--- config.mk ---
export PLATFORM = sky130hd
export DESIGN_NAME = fetch_pc_redirect_flat
export DESIGN_NICKNAME = d
export VERILOG_FILES = /design/src/rtl/rv32i_types_pkg.sv /design/src/rtl/fetch_pc_redirect_if.sv /design/src/rtl/fetch_pc_redirect.sv /design/src/flat_wrapper.sv
export SDC_FILE = /design/constraint.sdc
export NUM_CORES = 1
export LEC_CHECK = 0
export BUFFER_PORTS_ARGS = -buffer_cell sky130_fd_sc_hd__buf_2
export CAP_MARGIN = 10
export CORE_MARGIN = 2
export CORE_UTILIZATION = 39
export CTS_BUF_LIST = sky130_fd_sc_hd__clkbuf_8 sky130_fd_sc_hd__clkbuf_16
export DETAILED_ROUTE_END_ITERATION = 6
export PLACE_DENSITY = 0.58
export SLEW_MARGIN = 30
export SYNTH_ARGS = -nofsm -noshare
export SYNTH_HDL_FRONTEND = slang
export SYNTH_SLANG_ARGS = --single-unit
--- constraint.sdc ---
create_clock -name CLK -period 6.8 [get_ports CLK]
set_clock_uncertainty 0.1 [all_clocks]
set_input_delay 1.36 -clock CLK [delete_from_list [all_inputs] [get_ports CLK]]
set_output_delay 1.36 -clock CLK [all_outputs]
set_load 0.01 [all_outputs]
--- src/rtl/rv32i_types_pkg.sv ---
// ----------------------------------------------------------------------------
// rv32i_types_pkg
//
// Shared types and constants for the RV32I front end.
//   word_t           - 32-bit machine word (addresses and instructions)
//   fetch_state_t    - fetch unit state: FETCH_REQ (a read request is
//                      outstanding) or FETCH_HOLD (an instruction is
//                      buffered while decode is stalled)
//   DEFAULT_RESET_PC - first fetch address after reset
//   PC_STEP          - sequential fetch increment (one 32-bit instruction)
//   is_word_aligned  - true when an address has its two low bits clear
// ----------------------------------------------------------------------------
package rv32i_types_pkg;

    typedef logic [31:0] word_t;

    typedef enum logic {
        FETCH_REQ  = 1'b0,
        FETCH_HOLD = 1'b1
    } fetch_state_t;

    localparam word_t DEFAULT_RESET_PC = 32'h0000_0200;
    localparam word_t PC_STEP          = 32'd4;

    // Only jump/branch targets go through this check; trap vectors and
    // return addresses come from privileged state and are trusted.
    function automatic logic is_word_aligned(input word_t addr);
        return (addr[1:0] == 2'b00);
    endfunction

endpackage

--- src/rtl/fetch_pc_redirect_if.sv ---
// ----------------------------------------------------------------------------
// fetch_pc_redirect_if
//
// Instruction-memory read channel between the fetch unit and imem.
//   fetch_req  - read request, held high until fetch_ack
//   fetch_addr - read address, stable while fetch_req=1 and fetch_ack=0
//   fetch_ack  - read complete; imem_rdata is valid in the same cycle
//   imem_rdata - returned instruction word
//
// Modports:
//   master - fetch unit side (drives request/address)
//   slave  - memory side (drives ack/data)
// ----------------------------------------------------------------------------
interface fetch_pc_redirect_if;
    import rv32i_types_pkg::*;

    logic  fetch_req;
    word_t fetch_addr;
    logic  fetch_ack;
    word_t imem_rdata;

    modport master (
        output fetch_req,
        output fetch_addr,
        input  fetch_ack,
        input  imem_rdata
    );

    modport slave (
        input  fetch_req,
        input  fetch_addr,
        output fetch_ack,
        output imem_rdata
    );

endinterface

--- src/rtl/fetch_pc_redirect.sv ---
// ----------------------------------------------------------------------------
// fetch_pc_redirect
//
// Program-counter and fetch control for a single-issue RV32I front end.
// Issues one instruction-memory read at a time, hands returned words to
// decode, buffers a word when decode stalls, and steers the PC on taken
// jumps/branches (redirect) and traps/returns (exception).
//
// Parameters:
//   RESET_PC         - first fetch address after reset
//
// Ports:
//   CLK              - clock, all state updates on the rising edge
//   RST              - asynchronous active-high reset
//   redirect_valid   - taken jump/branch from execute
//   redirect_addr    - jump/branch target
//   exception_valid  - trap/return redirect, wins over redirect_valid
//   exception_addr   - trap vector or return PC
//   stall            - decode cannot accept an instruction this cycle
//   imem             - instruction-memory read channel (master side)
//   instr_valid      - instr/instr_pc valid for decode
//   instr            - instruction word to decode
//   instr_pc         - PC of instr
//   misaligned_fault - one-cycle pulse when a redirect target with
//                      addr[1:0] != 0 is rejected
// ----------------------------------------------------------------------------
module fetch_pc_redirect
    import rv32i_types_pkg::*;
#(
    parameter word_t RESET_PC = DEFAULT_RESET_PC
) (
    input  logic                       CLK,
    input  logic                       RST,
    input  logic                       redirect_valid,
    input  word_t                      redirect_addr,
    input  logic                       exception_valid,
    input  word_t                      exception_addr,
    input  logic                       stall,
    fetch_pc_redirect_if.master        imem,
    output logic                       instr_valid,
    output word_t                      instr,
    output word_t                      instr_pc,
    output logic                       misaligned_fault
);

    fetch_state_t state_q, state_d;
    word_t        pc_q, pc_d;
    logic         squash_q, squash_d;
    word_t        pending_q, pending_d;
    word_t        buf_instr_q, buf_instr_d;
    word_t        buf_pc_q, buf_pc_d;

    logic         redirect_ok;
    logic         target_valid;
    word_t        target_addr;

    // Target selection. A misaligned jump target is dropped outright so the
    // fetch stream carries on as if no redirect had been requested; the
    // fault pulse lets the pipeline raise the exception. If an exception
    // arrives in the same cycle the redirect is irrelevant, so no fault.
    always_comb begin
        redirect_ok      = redirect_valid && is_word_aligned(redirect_addr);
        target_valid     = exception_valid || redirect_ok;
        target_addr      = exception_valid ? exception_addr : redirect_addr;
        misaligned_fault = !RST && redirect_valid && !exception_valid
                           && !is_word_aligned(redirect_addr);
    end

    // Fetch control. The request address is always pc_q, and pc_q only
    // moves on a cycle where the outstanding read completes (or in HOLD,
    // where nothing is outstanding), which keeps fetch_addr stable for the
    // whole handshake. A redirect that arrives while a read is in flight
    // is parked in pending_q and the in-flight word is squashed when it
    // finally returns.
    always_comb begin
        state_d         = state_q;
        pc_d            = pc_q;
        squash_d        = squash_q;
        pending_d       = pending_q;
        buf_instr_d     = buf_instr_q;
        buf_pc_d        = buf_pc_q;
        instr_valid     = 1'b0;
        instr           = imem.imem_rdata;
        instr_pc        = pc_q;
        imem.fetch_req  = 1'b0;
        imem.fetch_addr = pc_q;

        case (state_q)
            FETCH_REQ: begin
                imem.fetch_req = 1'b1;
                if (target_valid) begin
                    if (imem.fetch_ack) begin
                        // Read completes in the redirect cycle: drop the
                        // word and start the target fetch right away.
                        pc_d     = target_addr;
                        squash_d = 1'b0;
                    end else begin
                        // Latest redirect wins if one is already parked.
                        pending_d = target_addr;
                        squash_d  = 1'b1;
                    end
                end else if (squash_q) begin
                    if (imem.fetch_ack) begin
                        pc_d     = pending_q;
                        squash_d = 1'b0;
                    end
                end else if (imem.fetch_ack) begin
                    instr_valid = 1'b1;
                    if (stall) begin
                        buf_instr_d = imem.imem_rdata;
                        buf_pc_d    = pc_q;
                        state_d     = FETCH_HOLD;
                    end else begin
                        pc_d = pc_q + PC_STEP;
                    end
                end
            end

            FETCH_HOLD: begin
                instr    = buf_instr_q;
                instr_pc = buf_pc_q;
                if (target_valid) begin
                    pc_d    = target_addr;
                    state_d = FETCH_REQ;
                end else begin
                    instr_valid = 1'b1;
                    if (!stall) begin
                        pc_d    = buf_pc_q + PC_STEP;
                        state_d = FETCH_REQ;
                    end
                end
            end

            default: begin
                state_d = FETCH_REQ;
            end
        endcase

        // A word that happens to return during reset belongs to a request
        // that reset has abandoned.
        if (RST) begin
            instr_valid = 1'b0;
        end
    end

    // State registers. Reset abandons any outstanding read; the first
    // request afterwards goes to RESET_PC.
    always_ff @(posedge CLK or posedge RST) begin
        if (RST) begin
            state_q     <= FETCH_REQ;
            pc_q        <= RESET_PC;
            squash_q    <= 1'b0;
            pending_q   <= '0;
            buf_instr_q <= '0;
            buf_pc_q    <= '0;
        end else begin
            state_q     <= state_d;
            pc_q        <= pc_d;
            squash_q    <= squash_d;
            pending_q   <= pending_d;
            buf_instr_q <= buf_instr_d;
            buf_pc_q    <= buf_pc_d;
        end
    end

    // Handshake rule: an unacknowledged request keeps its address and stays
    // asserted into the next cycle.
    property p_fetch_addr_stable;
        @(posedge CLK) disable iff (RST)
            (imem.fetch_req && !imem.fetch_ack)
                |=> (imem.fetch_req && $stable(imem.fetch_addr));
    endproperty

    a_fetch_addr_stable: assert property (p_fetch_addr_stable);

endmodule

--- src/flat_wrapper.sv ---
// flat-port wrapper written by rule: the top's interface ports become plain ports
module fetch_pc_redirect_flat import rv32i_types_pkg::*;
#(
    parameter word_t RESET_PC = DEFAULT_RESET_PC
)
  (CLK, RST, redirect_valid, redirect_addr, exception_valid, exception_addr, stall, instr_valid, instr, instr_pc, misaligned_fault, imem_fetch_req, imem_fetch_addr, imem_fetch_ack, imem_imem_rdata);
  fetch_pc_redirect_if imem_i ();
  input  logic CLK;
  input  logic RST;
  input  logic redirect_valid;
  input  word_t redirect_addr;
  input  logic exception_valid;
  input  word_t exception_addr;
  input  logic stall;
  output logic instr_valid;
  output word_t instr;
  output word_t instr_pc;
  output logic misaligned_fault;
  output wire logic [$bits(imem_i.fetch_req)-1:0] imem_fetch_req;
  output wire logic [$bits(imem_i.fetch_addr)-1:0] imem_fetch_addr;
  input wire logic [$bits(imem_i.fetch_ack)-1:0] imem_fetch_ack;
  input wire logic [$bits(imem_i.imem_rdata)-1:0] imem_imem_rdata;
  assign imem_fetch_req = imem_i.fetch_req;
  assign imem_fetch_addr = imem_i.fetch_addr;
  assign imem_i.fetch_ack = imem_fetch_ack;
  assign imem_i.imem_rdata = imem_imem_rdata;
  fetch_pc_redirect #(.RESET_PC(RESET_PC)) u_core (.CLK(CLK), .RST(RST), .redirect_valid(redirect_valid), .redirect_addr(redirect_addr), .exception_valid(exception_valid), .exception_addr(exception_addr), .stall(stall), .imem(imem_i), .instr_valid(instr_valid), .instr(instr), .instr_pc(instr_pc), .misaligned_fault(misaligned_fault));
endmodule
Word level (Yosys, flattened, before mapping):

Cells that the tools add are included.

* add/subtract/negate cells: 2
* equal/unequal tests: 3
* mux-type cells: 28
* bitwise gates (word level): 4
* reductions and logical operators: 12

Operator list (number)
* two-way mux 32 bit: 11
* adder 32 x 3 -> 32 bit, second input constant: 2
* one-hot mux 32 bit (2 select lines): 1
* two-way mux 1 bit: 14
* AND reduction 3 bit: 2
* AND reduction 5 bit: 1
* logical AND 1 bit: 4
* inequality test 4 x 2 -> 1 bit, second input constant: 1
* inverter 1 bit: 4
* one-hot mux 1 bit (2 select lines): 2
* zero test 1 bit: 3
* inequality test 3 bit, second input constant: 1
* zero test 2 bit: 1
* inequality test 2 bit, second input constant: 1
* logical OR 1 bit: 1

* register bits after elaboration: 130
* output and inout bits: 99
* word-level logic and storage cells: 55

Depth between registers and ports, before layout:

Gate-level depths: netlist (run 1).

* word-level depth: 6
* depth in mapped cells: 10
* depth with buffers taken out: 7

Worst setup path after synthesis (run 1):

Ideal clock, no wire load.

* path kind: input to output
* from: in RST
* to: out misaligned_fault
* data arrival time: 4.605 ns
* data required time: 5.340 ns
* path slack: 0.735 ns
* stages: 2
* path buffers: 0
* cell sequence: inv_1 o2111a_1

* longest elaborated chain between the ends: 4

Ends and longest elaborated chain
* start: declaration: RTL line flat_wrapper.sv:9 `input logic RST;`
* zero test 1 bit: RTL line fetch_pc_redirect.sv:65 `misaligned_fault = !RST && redirect_valid && !exception_valid`
* logical AND 1 bit (2 in series): RTL line fetch_pc_redirect.sv:65
* logical AND 1 bit: RTL line fetch_pc_redirect.sv:66 `&& !is_word_aligned(redirect_addr);`
* end: declaration: RTL line flat_wrapper.sv:18 `output logic misaligned_fault;`

No other way between the ends.

Worst setup path in the final report (run 1):

* from: in exception_valid
* to: out instr_valid

* longest elaborated chain between the ends: 4
* elaborated cells on any way between the ends: 5
* those cells by class: mux (4); reduce/logical (1)

Ends and longest elaborated chain
* start: declaration: RTL line flat_wrapper.sv:12 `input logic exception_valid;`
* logical OR 1 bit *: RTL line fetch_pc_redirect.sv:63 `target_valid = exception_valid || redirect_ok;`
* two-way mux 1 bit, on equally long branches: RTL line fetch_pc_redirect.sv:122, fetch_pc_redirect.sv:91
* one-hot mux 1 bit (2 select lines) *: RTL line fetch_pc_redirect.sv:88 `case (state_q)`
* two-way mux 1 bit *: RTL line fetch_pc_redirect.sv:141 `if (RST) begin`
* end: declaration: RTL line flat_wrapper.sv:15 `output logic instr_valid;`

Mark *: on every way between the ends. The rest lies on a longest branch, timed or not.

==> metrics, run 1 <==
status finished, final reports clean; Overflow after GRT 0; RSZ-0062 raised after global routing false; DRT Wirelength 25,340 um; Hold Path Class flop to flop; fmax 238.4 MHz; Yosys cell types 74; drt via density 5.606; worst slack, placed 2625 ps; register area share after synthesis 39.37%; number of nets in the layout 1,114; post_cts resized 0; Net Count, Synth 949; area growth from synthesis to layout 19.21%; postcts setup bufs 0; CTS sink cnt 130; Synth Area in Adders 0.3028%; simple-gate area share of the yosys netlist 15.00%; Worst setup EP type output pin; Tightest Pin Transition 979.2 ps; mux share of post-synthesis cell area 20.81%; Port Buffer Count 200; post-DP HPWL 17,780 um; I/O pin cnt 201; CTS Buf Count 17; CP Data Required Time 5340 ps; critical path class input pin to output pin; setup tns final 0 ps; mean post-synth cell area 9.782 um^2; CP Data Arrival Time 2730 ps; Root Buffer clkbuf_16; Fill cells 2,010; Hold Fails Final Rpt 0; Placer Congestion 0.8259; first-pass GRT wire length 39,410 um; ys flop type dfrtp_1; CTS max path bufs 2; Pwr Density 294.0 nW/um^2; startpoint types input pin; hold buffer count at CTS 0; clk slew on worst S/H paths 50 ps; synth warn 0; final hold slack 380.3 ps; CTS tree yes; Slew HR 34.56%; crit path max fanout 18; final worst setup slack 2605 ps; post-synthesis cell area 8265 um^2; Post-synth EDFFs 0; Initial Util 39.57%; H-tree levels 4; Max Slew Vio Count 0; 1st-iter DRT viols 532; layout cells sized above 1 37.75%; DRC violations left 0; iteration count of the initial detailed-routing pass 6; core area 20,890 um^2; Chip Height 149.6 um; worst skew pair latency 430 ps; area occupied by registers 3258 um^2; post-route ant nets 0; via count 7,265; All-Layer GR Usage 22.93%; vias in the first global route 7,007; period utilization 61.69%; Peak supply drop 0.0001996 V; Die Wd 149.6 um; Static Leak 4.301 nW; # rows 53; async set-reset flop share out of synthesis 100.0%; register bit count reported by yosys 130; multi-input logic area 4611 um^2; Die ar. 22,370 um^2; largest family of logic cells by synthesized area multiplexers; Synth Area in Compound Gates 15.44%; min Tclk post-route 4195 ps; largest net degree at the start of global routing 56; XOR/XNOR share of the synthesized area 4.133%; post-layout util 47.17%; final setup vio count 0; max cap viols 0; antenna violations before repair 2; synthesized instance count 845; WL/cell 19.56 um
-- metal layers --
metal / wire length [um] / global-route usage [%] / share of wire, % / vias to the layer above
li1: - / - / - / 3439
met1: 11490 / 30.61 / 45 / 3518
met2: 11460 / 36.12 / 45 / 278
met3: 1812 / 6.067 / 7.1 / 30
met4: 584 / 7.762 / 2.3 / 0
met5: 0 / 0 / 0 / -
-- stage by stage --
step	std cells	cell area (um^2)	total power, mW
floorplan	845	8265	1.789
global placement	1265	9326	2.077
detailed placement	1266	9349	2.093
CTS	1295	9851	2.910
global route	1296	9853	3.063
finish	1296	9853	2.897
-- sequential cells by signal, indices dropped and copies added (netlist names) --
signal and count:
u_core.buf_instr_q 32, u_core.buf_pc_q 32, u_core.imem.fetch_addr 32, u_core.pending_q 32, u_core.squash_q 1, u_core.state_q 1
-- synthesized netlist by cell type (8+ instances only) --
cell	number	area share (%)
clkbuf_1	27	1.2
inv_1	8	0.36
buf_6	10	1.4
xnor2_1	16	1.7
and4_1	8	0.85
nand2_1	87	4.0
nand3_1	22	1.3
nor3_1	19	1.2
a31oi_1	8	0.61
mux2_4	14	2.5
xor2_1	23	2.4
nand4_1	16	1.2
mux2_2	111	15
dfrtp_1	129	39
nor2_1	45	2.0
a211oi_1	10	0.91
mux2i_1	26	3.1
a21oi_1	44	2.7
o21ai_0	80	4.8
buf_2	13	0.79
-- power by group --
group	switching, mW	total, mW	leakage, nW	internal, mW
Clock	0.343	0.813	0.263	0.469
Combinational	0.392	0.812	2.47	0.420
Sequential	0.287	1.27	1.57	0.986
-- logic make-up after synthesis --
kind of cell | count (synthesis)
compound gates | 205
xor+xnor | 39
fa+ha+maj | 2
buf+inv | 75
flops | 130
mux | 151
simple gates | 243
-- area by class of cell --
cell class	count	share of cell area, %
Antenna cell	1	0.02540
Clock buffer	19	4.597
Clock inverter	10	0.4952
Inverter	10	0.4063
Multi-Input combinational cell	640	46.79
Sequential cell	130	33.07
Tap cell	275	3.492
Timing Repair Buffer	211	11.12
-- cells in the final DEF (no fill, tap or decap), drive strengths merged, types with 19 or more instances in the layout --
cell and instances:
buf 211, dfrtp 129, mux2 125, nand2 88
o21ai 80, nor2 46, a21oi 44, mux2i 26
nand3 24, xor2 23, nor3 22, clkbuf 19
-- worst max-delay path: stages --
cell,delay [ps]
buf_2,90
clkinv_1,490
nand2_1,530
nor4_1,90
buf_2,170
-- worst paths after layout --
path / cells past startpoint / start / end / slack [ps]
max reg2reg: 6 / u_core.state_q / u_core.buf_instr_q[22] / 3760
max: 5 / exception_valid / instr_valid / 2610
min reg2reg: 2 / u_core.pending_q[7] / u_core.pending_q[7] / 380
min: 2 / u_core.pending_q[7] / u_core.pending_q[7] / 380
max in group asynchronous: 3 / RST / u_core.state_q / 4620
min in group asynchronous: 2 / RST / u_core.pending_q[0] / 870
Note: power is estimated with default switching activity, not from simulation.
==> run 2, diff against run 1 <==
--- a/config.mk
+++ b/config.mk
@@ -11,7 +11,7 @@
 export CORE_UTILIZATION = 39
 export CTS_BUF_LIST = sky130_fd_sc_hd__clkbuf_8 sky130_fd_sc_hd__clkbuf_16
 export DETAILED_ROUTE_END_ITERATION = 6
-export PLACE_DENSITY = 0.58
+export PLACE_DENSITY = 0.61
 export SLEW_MARGIN = 30
 export SYNTH_ARGS = -nofsm -noshare
 export SYNTH_HDL_FRONTEND = slang
==> constraint.sdc (replaced) <==
create_clock -name CLK -period 3.52 [get_ports CLK]
set_clock_uncertainty 0.1 [all_clocks]
set_input_delay 0.704 -clock CLK [delete_from_list [all_inputs] [get_ports CLK]]
set_output_delay 0.704 -clock CLK [all_outputs]
set_load 0.01 [all_outputs]
==> metrics, run 2 (synthesis results as in run 1) <==
commonest cells after routing, fill and taps aside 200 x buf_2, 128 x dfrtp_1, 111 x mux2_2; period utilization 87.30%; # rows 53; CP Data Required Time 2720 ps; vias in the first global route 7,113; CTS Buf Count 17; hold buffer count at CTS 0; Die Wd 149.6 um; drt via density 5.591; Tightest Pin Transition 865.7 ps; I/O pin cnt 201; status finished, final reports clean; WL/cell 19.28 um; crit path max fanout 27; Max Slew Vio Count 0; CTS tree yes; Antenna diodes 0; Static Leak 4.376 nW; Hold Fails Final Rpt 0; Hold Path Class flop to flop; post_cts resized 0; setup tns final 0 ps; Post-Layout Cell Count 1,307; largest net degree at the start of global routing 74; layout cells sized above 1 38.18%; Placer Congestion 0.8507; clk slew on worst S/H paths 60 ps; worst slack, placed 565.6 ps; CTS max path bufs 2; Port Buffer Count 200; first-pass GRT wire length 39,520 um; Overflow after GRT 0; Root Buffer clkbuf_16; All-Layer GR Usage 22.89%; DRC violations left 0; Slew HR 42.15%; H-tree levels 4; Die ar. 22,370 um^2; Worst setup EP type output pin; worst skew pair latency 430 ps; via count 7,307; Pwr Density 570.0 nW/um^2; min Tclk post-route 3073 ps; fmax 325.4 MHz; startpoint types flop; number of nets in the layout 1,125; Critical path origin u_core.state_q; antenna violations before repair 0; postcts setup bufs 0; post-layout util 47.79%; Critical R2R Launch u_core.state_q; Chip Height 149.6 um; Initial Util 39.57%; DRT Wirelength 25,190 um; dpl cells 1,277; final worst setup slack 446.9 ps; Peak supply drop 0.0003642 V; commonest non-fill, non-tap cell in the layout buf_2; RSZ-0062 raised after global routing false; max cap viols 0; critical path class flop to output pin; hold_sp u_core.pending_q[22]; 1st-iter DRT viols 442; final setup vio count 0; post-DP HPWL 17,860 um; post-route cell area 9983 um^2; post-route ant nets 0; Placement Cell Area 9454 um^2; CP Data Arrival Time 2270 ps; core area 20,890 um^2; CTS sink cnt 130; iteration count of the initial detailed-routing pass 6; area growth from synthesis to layout 20.78%
run 2: power by group:
part	switching (mW)	total (mW)	leakage, nW	internal, mW
Sequential	0.518	2.42	1.57	1.91
Clock	0.663	1.64	0.280	0.981
Combinational	0.790	1.62	2.53	0.834
Total	1.97	5.69	4.38	3.72
run 2: final timing paths:
path | end | slack (ps) | cells past startpoint
setup / recovery | instr_valid | 450 | 5
hold / removal | u_core.pending_q[22] | 380 | 2
setup reg to reg | u_core.buf_instr_q[29] | 1010 | 6
hold reg to reg | u_core.pending_q[22] | 380 | 2
max in group asynchronous | u_core.state_q | 2300 | 3
min in group asynchronous | u_core.pending_q[25] | 430 | 3
run 2: metrics by stage:
step | total power, mW | hold WS, ps
floorplan | 3.457 | 344.6
global placement | 4.031 | 361.3
detailed placement | 4.074 | 367.2
CTS | 5.726 | 381.2
global route | 6.029 | 396.9
finish | 5.691 | 378.7
run 2: worst max-delay path, cell delays in order, from the launching register on:
cell and delay [ps]:
dfrtp_4 630, buf_4 400, nor2_1 110, buf_4 180, nor4_1 290, buf_2 190
run 2: area by class of cell:
class / instances / area (um^2)
clock inverters: 11 / 76.32
clock buffers: 19 / 452.9
well taps: 275 / 344.1
repair buffers: 222 / 1202
flip-flops and latches: 130 / 3258
fillers: 2021 / 10910
multi-input cells: 640 / 4608
inverters: 10 / 41.29
run 2: routing by layer:
metal / part of all wire (%) / global-route usage [%] / vias to the layer above
li1: - / - / 3462
met1: 45 / 30.35 / 3544
met2: 46 / 36.35 / 269
met3: 7.6 / 6.463 / 32
met4: 2.0 / 6.952 / 0
met5: 0 / 0 / -
==> run 3, diff against run 2 <==
--- a/config.mk
+++ b/config.mk
@@ -8,10 +8,10 @@
 export BUFFER_PORTS_ARGS = -buffer_cell sky130_fd_sc_hd__buf_2
 export CAP_MARGIN = 10
 export CORE_MARGIN = 2
-export CORE_UTILIZATION = 39
+export CORE_UTILIZATION = 45
 export CTS_BUF_LIST = sky130_fd_sc_hd__clkbuf_8 sky130_fd_sc_hd__clkbuf_16
 export DETAILED_ROUTE_END_ITERATION = 6
-export PLACE_DENSITY = 0.61
+export PLACE_DENSITY = 0.69
 export SLEW_MARGIN = 30
 export SYNTH_ARGS = -nofsm -noshare
 export SYNTH_HDL_FRONTEND = slang
==> metrics, run 3 (synthesis results as in run 1) <==
status finished, final reports clean; Placer Congestion 0.8908; number of nets in the layout 1,120; Chip Height 139.5 um; Hold Fails Final Rpt 0; worst slack, placed 563.0 ps; WL/cell 19.64 um; CP Data Required Time 2720 ps; startpoint types flop; final worst setup slack 547.4 ps; RSZ-0062 raised after global routing false; critical path class flop to output pin; Die Wd 139.5 um; met2 Usage GRT 41.00%; GR peak layer met2; hold buffer count at CTS 0; 1st-iter DRT viols 730; Static Leak 4.405 nW; core area 17,960 um^2; Pwr Density 605.2 nW/um^2; iteration count of the initial detailed-routing pass 5; All-Layer GR Usage 25.84%; DRC violations left 0; post-DP HPWL 17,180 um; Overflow after GRT 0; post-route ant nets 0; Hold Path Class flop to flop; layout cells sized above 1 38.48%; Post-Layout Cell Count 1,258; CTS tree yes; min Tclk post-route 2973 ps; antenna violations before repair 1; fmax 336.4 MHz; vias in the first global route 7,255; final setup vio count 0; post_cts resized 0; Port Buffer Count 200; postcts setup bufs 0; clk slew on worst S/H paths 60 ps; worst skew pair latency 430 ps; largest net degree at the start of global routing 131; Peak supply drop 0.0004128 V; CTS sink cnt 130; total power 6.069 mW; GRT met1 Usage 33.68%; Worst setup EP type output pin; Initial Util 46.01%; Slew HR 33.02%; Root Buffer clkbuf_16; I/O pin cnt 201; area growth from synthesis to layout 21.31%; # rows 49; crit path max fanout 37; Antenna diodes 0; Max Slew Vio Count 0; CTS max path bufs 2; via count 7,420; commonest non-fill, non-tap cell in the layout buf_2; Die ar. 19,470 um^2; drt via density 5.898; Tightest Pin Transition 1002 ps; H-tree levels 4; period utilization 84.45%; setup tns final 0 ps; first-pass GRT wire length 39,790 um; CTS Buf Count 17; GRT met3 Usage 6.641%; post-layout util 55.82%; commonest cells after routing, fill and taps aside 200 x buf_2, 128 x dfrtp_1, 111 x mux2_2; dpl cells 1,226; max cap viols 0; DRT Wirelength 24,710 um; CP Data Arrival Time 2170 ps
run 3: cell types whose count changed in the layout (fill, tap and decap cells not counted), sizes merged:
cell      delta
buf          -5
bufinv       +5
clkbuf       -2
clkinv       +3
clkinvlp     -1
inv          -3
run 3: per-layer routing:
layer | wire (um) | up-vias
met5 | 16 | -
met2 | 11530 | 375
met1 | 10270 | 3541
met4 | 724 | 2
li1 | - | 3455
met3 | 2163 | 47
run 3: area by class of cell:
cell class                 count  area (um^2)
clock inverter                15        239.0
inverter                      10        41.29
multi-input combinational    640         4611
clock buffer                  17        425.4
timing repair buffer         217         1166
tap                          229        286.5
sequential                   130         3258
fill                        1571         7936
run 3: final timing paths:
check                                              to  slack, ps  cells past startpoint            startpoint
max                                      instr_pc[31]        550                      3        u_core.state_q
min                              u_core.pending_q[15]        370                      2  u_core.pending_q[15]
max reg2reg                u_core.imem.fetch_addr[29]        930                      4        u_core.state_q
min reg2reg                      u_core.pending_q[15]        370                      2  u_core.pending_q[15]
max in group asynchronous              u_core.state_q       2310                      3                   RST
min in group asynchronous         u_core.pending_q[3]        410                      3                   RST
run 3: stage by stage:
step,instance area (um^2),hold WS [ps]
global route,10030,400.6
CTS,10030,378.1
finish,10030,374.3
global placement,9360,357.5
floorplan,8269,344.6
detailed placement,9363,364.9
run 3: report_power, final:
group | internal (mW) | switching (mW) | leakage (nW)
clock network | 1.32 | 0.702 | 0.332
registers | 1.90 | 0.536 | 1.57
logic | 0.823 | 0.779 | 2.50
total | 4.05 | 2.02 | 4.41
run 3: critical path: stages (launching register included):
cell and delay, ps:
dfrtp_4 680, buf_4 480, mux2_2 400, buf_2 150
